<file path="src/rtl/multiplier_unsigned_seq.sv">
// Iterative radix-2 shift-add unsigned multiplier.
// Accepts a WIDTH x WIDTH operand pair, retires one partial product per
// clock through a single WIDTH+1-bit adder, and presents the full
// 2*WIDTH-bit product until the consumer takes it.
module multiplier_unsigned_seq #(
   parameter int WIDTH = 32
) (
   input  logic                 clk,
   input  logic                 rst,
   input  logic                 i_valid,
   output logic                 o_ready,
   input  logic [WIDTH-1:0]     i_multiplicand,
   input  logic [WIDTH-1:0]     i_multiplier,
   output logic                 o_valid,
   input  logic                 i_ready,
   output logic [2*WIDTH-1:0]   o_product,
   output logic                 o_busy
);

   localparam int CW = (WIDTH > 1) ? $clog2(WIDTH) : 1;

   localparam logic [1:0] IDLE = 2'd0;
   localparam logic [1:0] BUSY = 2'd1;
   localparam logic [1:0] DONE = 2'd2;

   logic [1:0]         state;
   logic [CW-1:0]      count;
   logic [2*WIDTH:0]   prod;
   logic [WIDTH-1:0]   mcand;
   logic [WIDTH:0]     upper_sum;

   // Conditionally add the multiplicand into the upper half, keeping the carry
   always_comb begin
      upper_sum = prod[2*WIDTH:WIDTH];
      if (prod[0]) begin
         upper_sum = prod[2*WIDTH:WIDTH] + {1'b0, mcand};
      end
   end

   // Handshake sequencing plus the shift-add datapath, one iteration per edge
   always_ff @(posedge clk or posedge rst) begin
      if (rst) begin
         state <= IDLE;
         count <= '0;
         prod  <= '0;
         mcand <= '0;
      end else begin
         case (state)
            IDLE: begin
               if (i_valid) begin
                  mcand <= i_multiplicand;
                  prod  <= {1'b0, {WIDTH{1'b0}}, i_multiplier};
                  count <= '0;
                  state <= BUSY;
               end
            end
            BUSY: begin
               prod  <= {1'b0, upper_sum, prod[WIDTH-1:1]};
               count <= count + 1'b1;
               if (count == CW'(WIDTH - 1)) begin
                  state <= DONE;
               end
            end
            DONE: begin
               if (i_ready) begin
                  state <= IDLE;
               end
            end
            default: begin
               state <= IDLE;
            end
         endcase
      end
   end

   // Status flags come straight from the state register so they never
   // depend combinationally on the handshake inputs
   always_comb begin
      o_ready   = (state == IDLE);
      o_busy    = (state == BUSY);
      o_valid   = (state == DONE);
      o_product = prod[2*WIDTH-1:0];
   end

endmodule
</file>
<file path="config.mk">
export PLATFORM = sky130hd
export DESIGN_NAME = multiplier_unsigned_seq
export DESIGN_NICKNAME = d
export VERILOG_FILES = /design/src/rtl/multiplier_unsigned_seq.sv
export SDC_FILE = /design/constraint.sdc
export NUM_CORES = 1
export LEC_CHECK = 0
export ABC_AREA = 1
export ABC_CLOCK_PERIOD_IN_PS = 3400
export BUFFER_PORTS_ARGS = -buffer_cell sky130_fd_sc_hd__buf_4
export CORE_MARGIN = 2
export CORE_UTILIZATION = 46
export DETAILED_ROUTE_END_ITERATION = 7
export GPL_TIMING_DRIVEN = 0
export PLACE_DENSITY = 0.76
export SYNTH_ARGS = -nofsm -noshare
export SYNTH_HDL_FRONTEND = slang
export SYNTH_SLANG_ARGS = --single-unit
</file>
<file path="constraint.sdc">
create_clock -name clk -period 3.4 [get_ports clk]
set_clock_uncertainty 0.15 [all_clocks]
set_input_delay 0.17 -clock clk [delete_from_list [all_inputs] [get_ports clk]]
set_output_delay 0.17 -clock clk [all_outputs]
set_load 0.02 [all_outputs]
</file>
---- Word-level counts from Yosys, hierarchy flattened ----
Cells that the tools add are included.
storage, ports and cells
  bits of input ports ..................... 68
  bits in registers ....................... 104
  output and inout port bits .............. 67
  word-level logic and storage cells ...... 26
operators by class
  add/sub/neg operators ................... 2
  eq/ne operators ......................... 6
  reductions and logical operators ........ 5
  mux-type cells .......................... 9
operators with widths
  operator                                        number
  case mux 65 bit (2 select lines)                1
  two-way mux 65 bit                              1
  adder 33 x 32 -> 33 bit                         1
  two-way mux 33 bit                              1
  case mux 5 bit (2 select lines)                 1
  two-way mux 2 bit                               3
  case mux 2 bit (3 select lines)                 1
  adder 5 x 1 -> 5 bit (second input constant)    1
  == test 5 bit (second input constant)           1
  two-way mux 5 bit                               1
  != test 2 x 1 -> 1 bit (second input constant)  2
  AND reduction 2 bit                             2
  AND reduction 3 bit                             1
  == test 2 x 1 -> 1 bit (second input constant)  1
  == test 2 bit (second input constant)           1
  logical NOT 2 bit                               1
  != test 2 bit (second input constant)           1
  nonzero test 2 bit                              1

---- Logic depth before layout (Yosys ltp) ----
Gate-level depths: netlist (run 1).
  word-level depth ........................ 3
  gate-level depth with buffers ........... 13
  depth with buffers taken out ............ 13

---- Least setup slack after synthesis (run 1) ----
Ideal clock, no wire load.
  kind .................................... register -> register
  start ................................... reg prod[32]
  end ..................................... reg prod[59]
  arrival time ............................ 1.865 ns
  stages on the path, launching flop included .. 13
  library setup time ...................... 0.116 ns
  period minus slack after synthesis ...... 2.132 ns
  path buffers ............................ 0
  setup slack ............................. 1.268 ns
  required time ........................... 3.134 ns
  path through ............................ dfrtp_1 > ha_1 > fa_1 > nand3_1 > nand3_1 > nand3_1 > nand3_2 > nand2_1 > nand2_1 > nand2_1 > nand3_1 > nand2_1 > nand2_1
on the way
  longest elaborated chain between the ends .. 3
RTL lines
  what                              RTL line  text
  start: declaration                28        logic [2*WIDTH:0] prod;
  start signal: assignment          52        prod <= {1'b0, {WIDTH{1'b0}}, i_multiplier};
  start signal: assignment          58        prod <= {1'b0, upper_sum, prod[WIDTH-1:1]};
  adder 33 x 32 -> 33 bit           36        upper_sum = prod[2*WIDTH:WIDTH] + {1'b0, mcand};
  two-way mux 33 bit                35        if (prod[0]) begin
  case mux 65 bit (2 select lines)  48        case (state)
No other way between the ends.
A chain may end at the register's enable or synchronous reset.

---- Worst setup path after layout (run 1) ----
Ends and elaborated chain as after synthesis.

==> reports/qor.yml, run 1 <==
synthesis:
  ys_warn_count: 0
  synth-main-ff-cell: "dfrtp_1"
  synth_area_mm2: 0.00705
  ys_async_sr_fraction_pct: 100
  synth_area_leader_cell: "dfrtp_1"
  synth_mux_area_share_pct: 5.11
  yosysSeqAreaShare_pct: 36.6
  synth_xor_xnor_area_share_pct: 1.49
  synth-adder-area-share_pct: 6.32
  syn_area_per_cell_um2: 7.28
  yosys.area_share.simple_pct: 27.9
  synth_compound_area_share_pct: 11.6
  yosysUniqueCellTypes: 38
  synth_cells: 968
  synth_top_cell_area_share_pct: 36.6
  synth_nets: 1071
  synth_edf_count: 0
  synth_top_family_by_area: "simple AND/OR/NAND/NOR gates"
  ys_seq_elements: 103
  ys_top_cells_by_area: "dfrtp_1 37%, nand2_1 16%, inv_1 8.7%, ha_1 6.0%, mux2_2 5.1%"
min_path:
  hp-class: "in2reg"
  hold_start: "i_multiplier[0]"
  hold_depth: 3
  holdPathEnd: "prod[0]"
final_layout:
  area_growth_pct: 31.8
  regArea_mm2: 0.00258
  fillers: 1373
  final_layout_size_suffix_gt1_share_pct: 20.4
  multi_input_area_mm2: 0.00369
  final_cell_count_no_fill: 1373
  final_nets: 1282
  final_common_cell: "nand2_1"
  final_cell_mix: "307 x nand2_1, 162 x inv_1, 134 x buf_4"
clocking:
  cts_made_buffers: 9
  cts_resized: 0
  cts.sinks: 103
  cts-root-buf: "clkbuf_16"
  clk_latency_ns: 0.37
  tritoncts: "yes"
  cts_max_path_buffers: 2
  htreeDepth: 3
  clkTransAtPathRegs_ns: 0.08
detailed_routing:
  drt.antenna.violating_nets: 0
  wire_per_inst_um: 15.0
  drt_iter0_markers: 424
  drt-pass1-iter-count: 4
  drcViolationCount: 0
  route.vias.total: 6880
  totalWireLength_um: 20600
  vias_per_cell: 5.01
sta:
  slew_headroom_pct: 55.9
  slew_viol_final: 0
  min_period_ns: 2.47
  fmax_ghz: 0.405
  fin_crit_sh_pct: 72.6
  rsz0062_at_grt: "no"
  finalSetupViolCount: 0
  worst_pin_slew_ns: 0.661
  hold_viol: 0
  whs_ns: 0.0973
  layout_setup_ws_ns: 0.933
power:
  power.internal_uw: 5300
  combPwrFrac_pct: 67.7
  power.share.clock_pct: 10.4
  p_sw_uw: 5570
  power_density_mw_per_mm2: 1170
  p_leak_uw: 0.00504
  vdd_drop_max_mv: 0.578
  swShare_pct: 51.2
  seqPwrFrac_pct: 21.9
global_routing:
  grt_usage_pct: 26.0
  grt_pass1_vias: 6581
  antenna_found_initial: 0
  grt_max_degree: 61
  grt_pass1_wl_um: 33100
  grt_overflow_total: 0
critical_path:
  crit_path_max_fanout: 5
  start_kind: "flop"
  r2r_setup_slack_ns: 0.93
  end_kind: "flop"
  crit_arrival_ns: 2.58
  critPathLaunch: "prod[32]"
  r2r_cells: 12
  reg2reg_from: "prod[32]"
  criticalPathCategory: "reg2reg"
  rr_endpoint: "prod[59]"
  critical_path_required_ns: 3.51
run_status:
  status: "complete, no violations"
die:
  core-area_mm2: 0.0151
  die_w_um: 128
  die_h_um: 128
  dieArea_mm2: 0.0163
  ios: 135
  start_util_pct: 46.7
  rows: 45
place:
  gp_congestion: 0.936
  post-dp-hpwl_um: 15100
  io_buffers: 134
  pre_cts_ws_ns: 1.00
  dp_cells: 1291
job:
  drv_cap: 0
## worst max-delay path: stages, from the launching register on
cell and delay, ns:
dfrtp_1 0.41, ha_1 0.25, fa_1 0.46, nand3_1 0.12, nand3_1 0.17, nand3_1 0.14, nand3_2 0.15, nand2_1 0.20
nand2_1 0.07, nand2_1 0.07, nand3_1 0.06, nand2_1 0.07, nand2_1 0.05
## through the flow
step / instance area, um^2 / total power, uW / TNS [ns] / utilization [%]
2_1_floorplan: 7050 / 7520 / 0 / -
3_3_place_gp: 8290 / 9500 / -99.78 / 55.0
3_5_place_dp: 8320 / 9600 / 0 / 55.1
4_1_cts: 9290 / 10800 / 0 / 61.6
5_1_grt: 9290 / 11900 / 0 / 61.6
6_report: 9290 / 10900 / 0 / 61.6
## how the worst max path moves through the flow
stage,slack [ns],to,cells past startpoint
detailed placement,1.00,prod[59],12
floorplan,0.38,count[0],1
global route,0.74,prod[55],12
CTS,0.99,prod[59],12
global placement,-0.98,mcand[12],2
finish,0.93,prod[59],12
## power by group through the flow
stage,Clock [uW],Sequential (uW),Combinational [uW]
3_5_place_dp,0,2390,7210
4_1_cts,1150,2370,7310
6_report,1130,2380,7360
5_1_grt,1200,2450,8280
3_3_place_gp,0,2380,7120
2_1_floorplan,0,2720,4790
## routing by layer
layer | GRT usage (%) | routed length, um | share of wire [%]
met5 | 0 | 0 | 0
met4 | 7.69 | 367 | 1.8
met3 | 4.42 | 713 | 3.5
met2 | 43.7 | 9890 | 48
met1 | 34.4 | 9620 | 47
## cell usage after synthesis, drive strengths merged, types with 2 or more instances
master,count
a21oi,27
o22ai,3
buf,18
mux2,32
nor2,90
ha,34
nand3b,3
dfrtp,103
nor3,22
o21ai,45
o31ai,2
o211ai,15
xor2,11
a221oi,18
nand3,44
a22o,2
inv,166
nand2,313
clkbuf,12
## logic make-up (layout without fill, tap and decap cells)
group | after synthesis | in the layout
AOI/OAI and AO/OA | 115 | 115
xor gates and xnor gates | 12 | 12
adders and majority gates | 35 | 35
buffers and inverters | 196 | 412
DFF | 103 | 103
muxes | 32 | 32
other | 0 | 1
and+or+nand+nor | 475 | 475
## area by class of cell
cell class	count	area share (%)
Antenna cell	1	0.0269
Clock buffer	9	2.42
Timing Repair Buffer	200	18.1
Tap cell	188	2.53
Multi-Input combinational cell	669	39.7
Inverter	166	6.73
Sequential cell	103	27.7
Buffer	30	1.70
Clock inverter	7	0.996
## registers in the layout, indices dropped and copies added, names as in the netlist
register  count
state         2
count         5
mcand        32
prod         64
## timing repair
item | 4_1_cts | 5_1_grt
buffers inserted | 0 | 0
endpoints found under the hold margin | 107 | 0
hold buffers | 65 | 0
Power figures use the tool's default switching activity.
==> run 2, diff against run 1 <==
--- a/config.mk
+++ b/config.mk
@@ -6,7 +6,7 @@
 export NUM_CORES = 1
 export LEC_CHECK = 0
 export ABC_AREA = 1
-export ABC_CLOCK_PERIOD_IN_PS = 3400
+export ABC_CLOCK_PERIOD_IN_PS = 2600
 export BUFFER_PORTS_ARGS = -buffer_cell sky130_fd_sc_hd__buf_4
 export CORE_MARGIN = 2
 export CORE_UTILIZATION = 46
==> constraint.sdc (replaced) <==
create_clock -name clk -period 2.6 [get_ports clk]
set_clock_uncertainty 0.15 [all_clocks]
set_input_delay 0.13 -clock clk [delete_from_list [all_inputs] [get_ports clk]]
set_output_delay 0.13 -clock clk [all_outputs]
set_load 0.02 [all_outputs]
==> run 2 against run 1 <==
Compared with the run above:
- global-route usage hardly changed
- critical path depth stayed put
- sequential power is 32% higher
- die area stayed put
- sequential share of layout area hardly changed
- cell count hardly changed
- power is 30% higher
- first-iteration DRC count is 49% higher
- count of clock-buffer cells in the layout stayed put
- maximum frequency is 3.4% higher
- via count is 0.15% lower
- worst hold slack better by 0.055 ns
==> reports/qor.yml, run 2 (synthesis gave the netlist of run 1 again) <==
run_status:
  status: "complete, no violations"
sta:
  hold_viol: 0  # unchanged
  worst_pin_slew_ns: 0.740  # +0.0789 ns
  slew_headroom_pct: 50.6  # -5.4 points
  fin_crit_sh_pct: 91.8  # +19 points
  tns_ns: 0  # unchanged
  slew_viol_final: 0  # unchanged
  finalSetupViolCount: 0  # unchanged
  whs_ns: 0.152  # +0.0545 ns
  min_period_ns: 2.39  # -0.0803 ns
  fmax_ghz: 0.419  # +3.4%
  rsz0062_at_grt: "no"
critical_path:
  path_buf_inv: 0  # unchanged
  crit_path_max_fanout: 5  # unchanged
  crit_chain: "ha_1, fa_2, nand3_1, nand3_1, nand3_1, nand3_2, nand2_1, nand2_1, nand2_1, nand3_1, nand2_1, nand2_1"
  crit_path_top_delay_cell: "fa_2"
  end_kind: "flop"
  criticalPathCategory: "reg2reg"
  critPathMostFrequentCell: "nand2_1"
  start_kind: "flop"
  critPathTopFamily: "simple AND/OR/NAND/NOR gates"
  r2r_cells: 12  # unchanged
  cp.depth: 12  # unchanged
  cpPeakStageDelay_ns: 0.42  # -0.04 ns
  crit_arrival_ns: 2.50  # -0.08 ns
  critical_path_required_ns: 2.71  # -0.80 ns
die:
  start_util_pct: 46.7  # unchanged
  dieArea_mm2: 0.0163  # unchanged
  rows: 45  # unchanged
  core-area_mm2: 0.0151  # unchanged
  die_w_um: 128  # unchanged
  ios: 135  # unchanged
  die_h_um: 128  # unchanged
clocking:
  clkTransAtPathRegs_ns: 0.08  # about the same
  tritoncts: "yes"
  htreeDepth: 3  # unchanged
  cts_made_buffers: 9  # unchanged
  cts.sinks: 103  # unchanged
  clk_latency_ns: 0.37  # about the same
  cts-root-buf: "clkbuf_16"
  cts_max_path_buffers: 2  # unchanged
final_layout:
  final_cell_mix: "307 x nand2_1, 162 x inv_1, 134 x buf_4"
  antenna_cells: 0  # -1
  regArea_mm2: 0.00258  # unchanged
  final_common_cell: "nand2_1"
  largest_reg_flops: 64  # unchanged
  final_nets: 1284  # +0.16%
  largestRegisters: "prod x64, mcand x32, count x5"
  max_flop_register: "prod"
  area_growth_pct: 31.9  # about the same
  final_layout_size_suffix_gt1_share_pct: 20.5  # +0.13 points
  fin_area_mm2: 0.00930  # about the same
  multi_input_area_mm2: 0.00369  # about the same
  fillers: 1348  # -1.8%
global_routing:
  grt_usage_pct: 26.0  # about the same
  grt_pass1_wl_um: 33400  # +1.1%
  grt_pass1_vias: 6612  # +0.47%
  grt_overflow_total: 0  # unchanged
  antenna_found_initial: 0  # unchanged
  grt_use_met3_pct: 4.55  # +0.13 points
  busiest_layer: "met2"
  grt.met2_usage_pct: 42.8  # -0.91 points
  use_met1_pct: 34.8  # +0.35 points
  grt_max_degree: 43  # -30%
detailed_routing:
  drcViolationCount: 0  # unchanged
  wire_per_inst_um: 14.9  # -0.45%
  vias_per_cell: 5.00  # -0.22%
  totalWireLength_um: 20500  # -0.38%
  route.vias.total: 6870  # -0.15%
  drt.antenna.violating_nets: 0  # unchanged
  drt-pass1-iter-count: 5  # +1
  drt_iter0_markers: 631  # +49%
place:
  post-dp-hpwl_um: 15100  # about the same
  dpl-instance-area_mm2: 0.00834  # +0.17%
  io_buffers: 134  # unchanged
  gp_congestion: 0.975  # +4.1%
min_path:
  hold_depth: 3  # unchanged
  hp-class: "in2reg"
power:
  power_density_mw_per_mm2: 1520  # +30%
  power_uw: 14100  # +30%
  vdd_drop_max_mv: 0.681  # +18%
  p_leak_uw: 0.00504  # about the same
job:
  drv_cap: 0  # unchanged
run 2: per-stage QoR:
step	worst slack (ns)	util, %	cells
global route	0.0392	61.6	1374
global placement	0.226	55.0	1290
detailed placement	0.191	55.2	1292
floorplan	0.468	-	968
finish	0.213	61.6	1374
CTS	0.146	61.6	1374
run 2: worst paths after layout:
path,start,end,slack (ns)
setup / recovery,prod[32],prod[59],0.21
hold / removal,i_valid,mcand[23],0.15
setup reg to reg,prod[32],prod[59],0.21
hold reg to reg,count[0],count[0],0.36
max in group asynchronous,rst,mcand[11],1.33
min in group asynchronous,rst,mcand[1],0.30
run 2: worst register-to-register path: cells and delay by family (launching register included):
family                     cells  cell delay [ns]
and+or+nand+nor               10             1.04
adders and majority gates      2             0.68
DFF                            1             0.41
run 2: layout make-up:
cell class	instances	area share (%)
plain buffers	30	1.70
repair buffers	202	18.4
inverters	166	6.74
flip-flops and latches	103	27.7
clock buffers	9	2.42
clock inverters	7	0.807
multi-input cells	669	39.7
well taps	188	2.53
run 2: power by group:
part	leakage [uW]	internal (uW)	switching [uW]
combinational	0.00369	3700	5930
clock	0.000150	686	700
sequential	0.00120	2460	666
run 2: repair_timing:
action	in CTS	in global routing
setup buffers	0	0
endpoints found under the hold margin	94	0
endpoints found under the setup margin	0	1
hold buffers	66	0
resized for setup	0	1
run 2: routing by layer:
metal  part of all wire, %  routed length [um]
met5                     0                   0
met4                   2.5                 504
met3                   5.1                1040
met2                    48                9820
met1                    45                9140
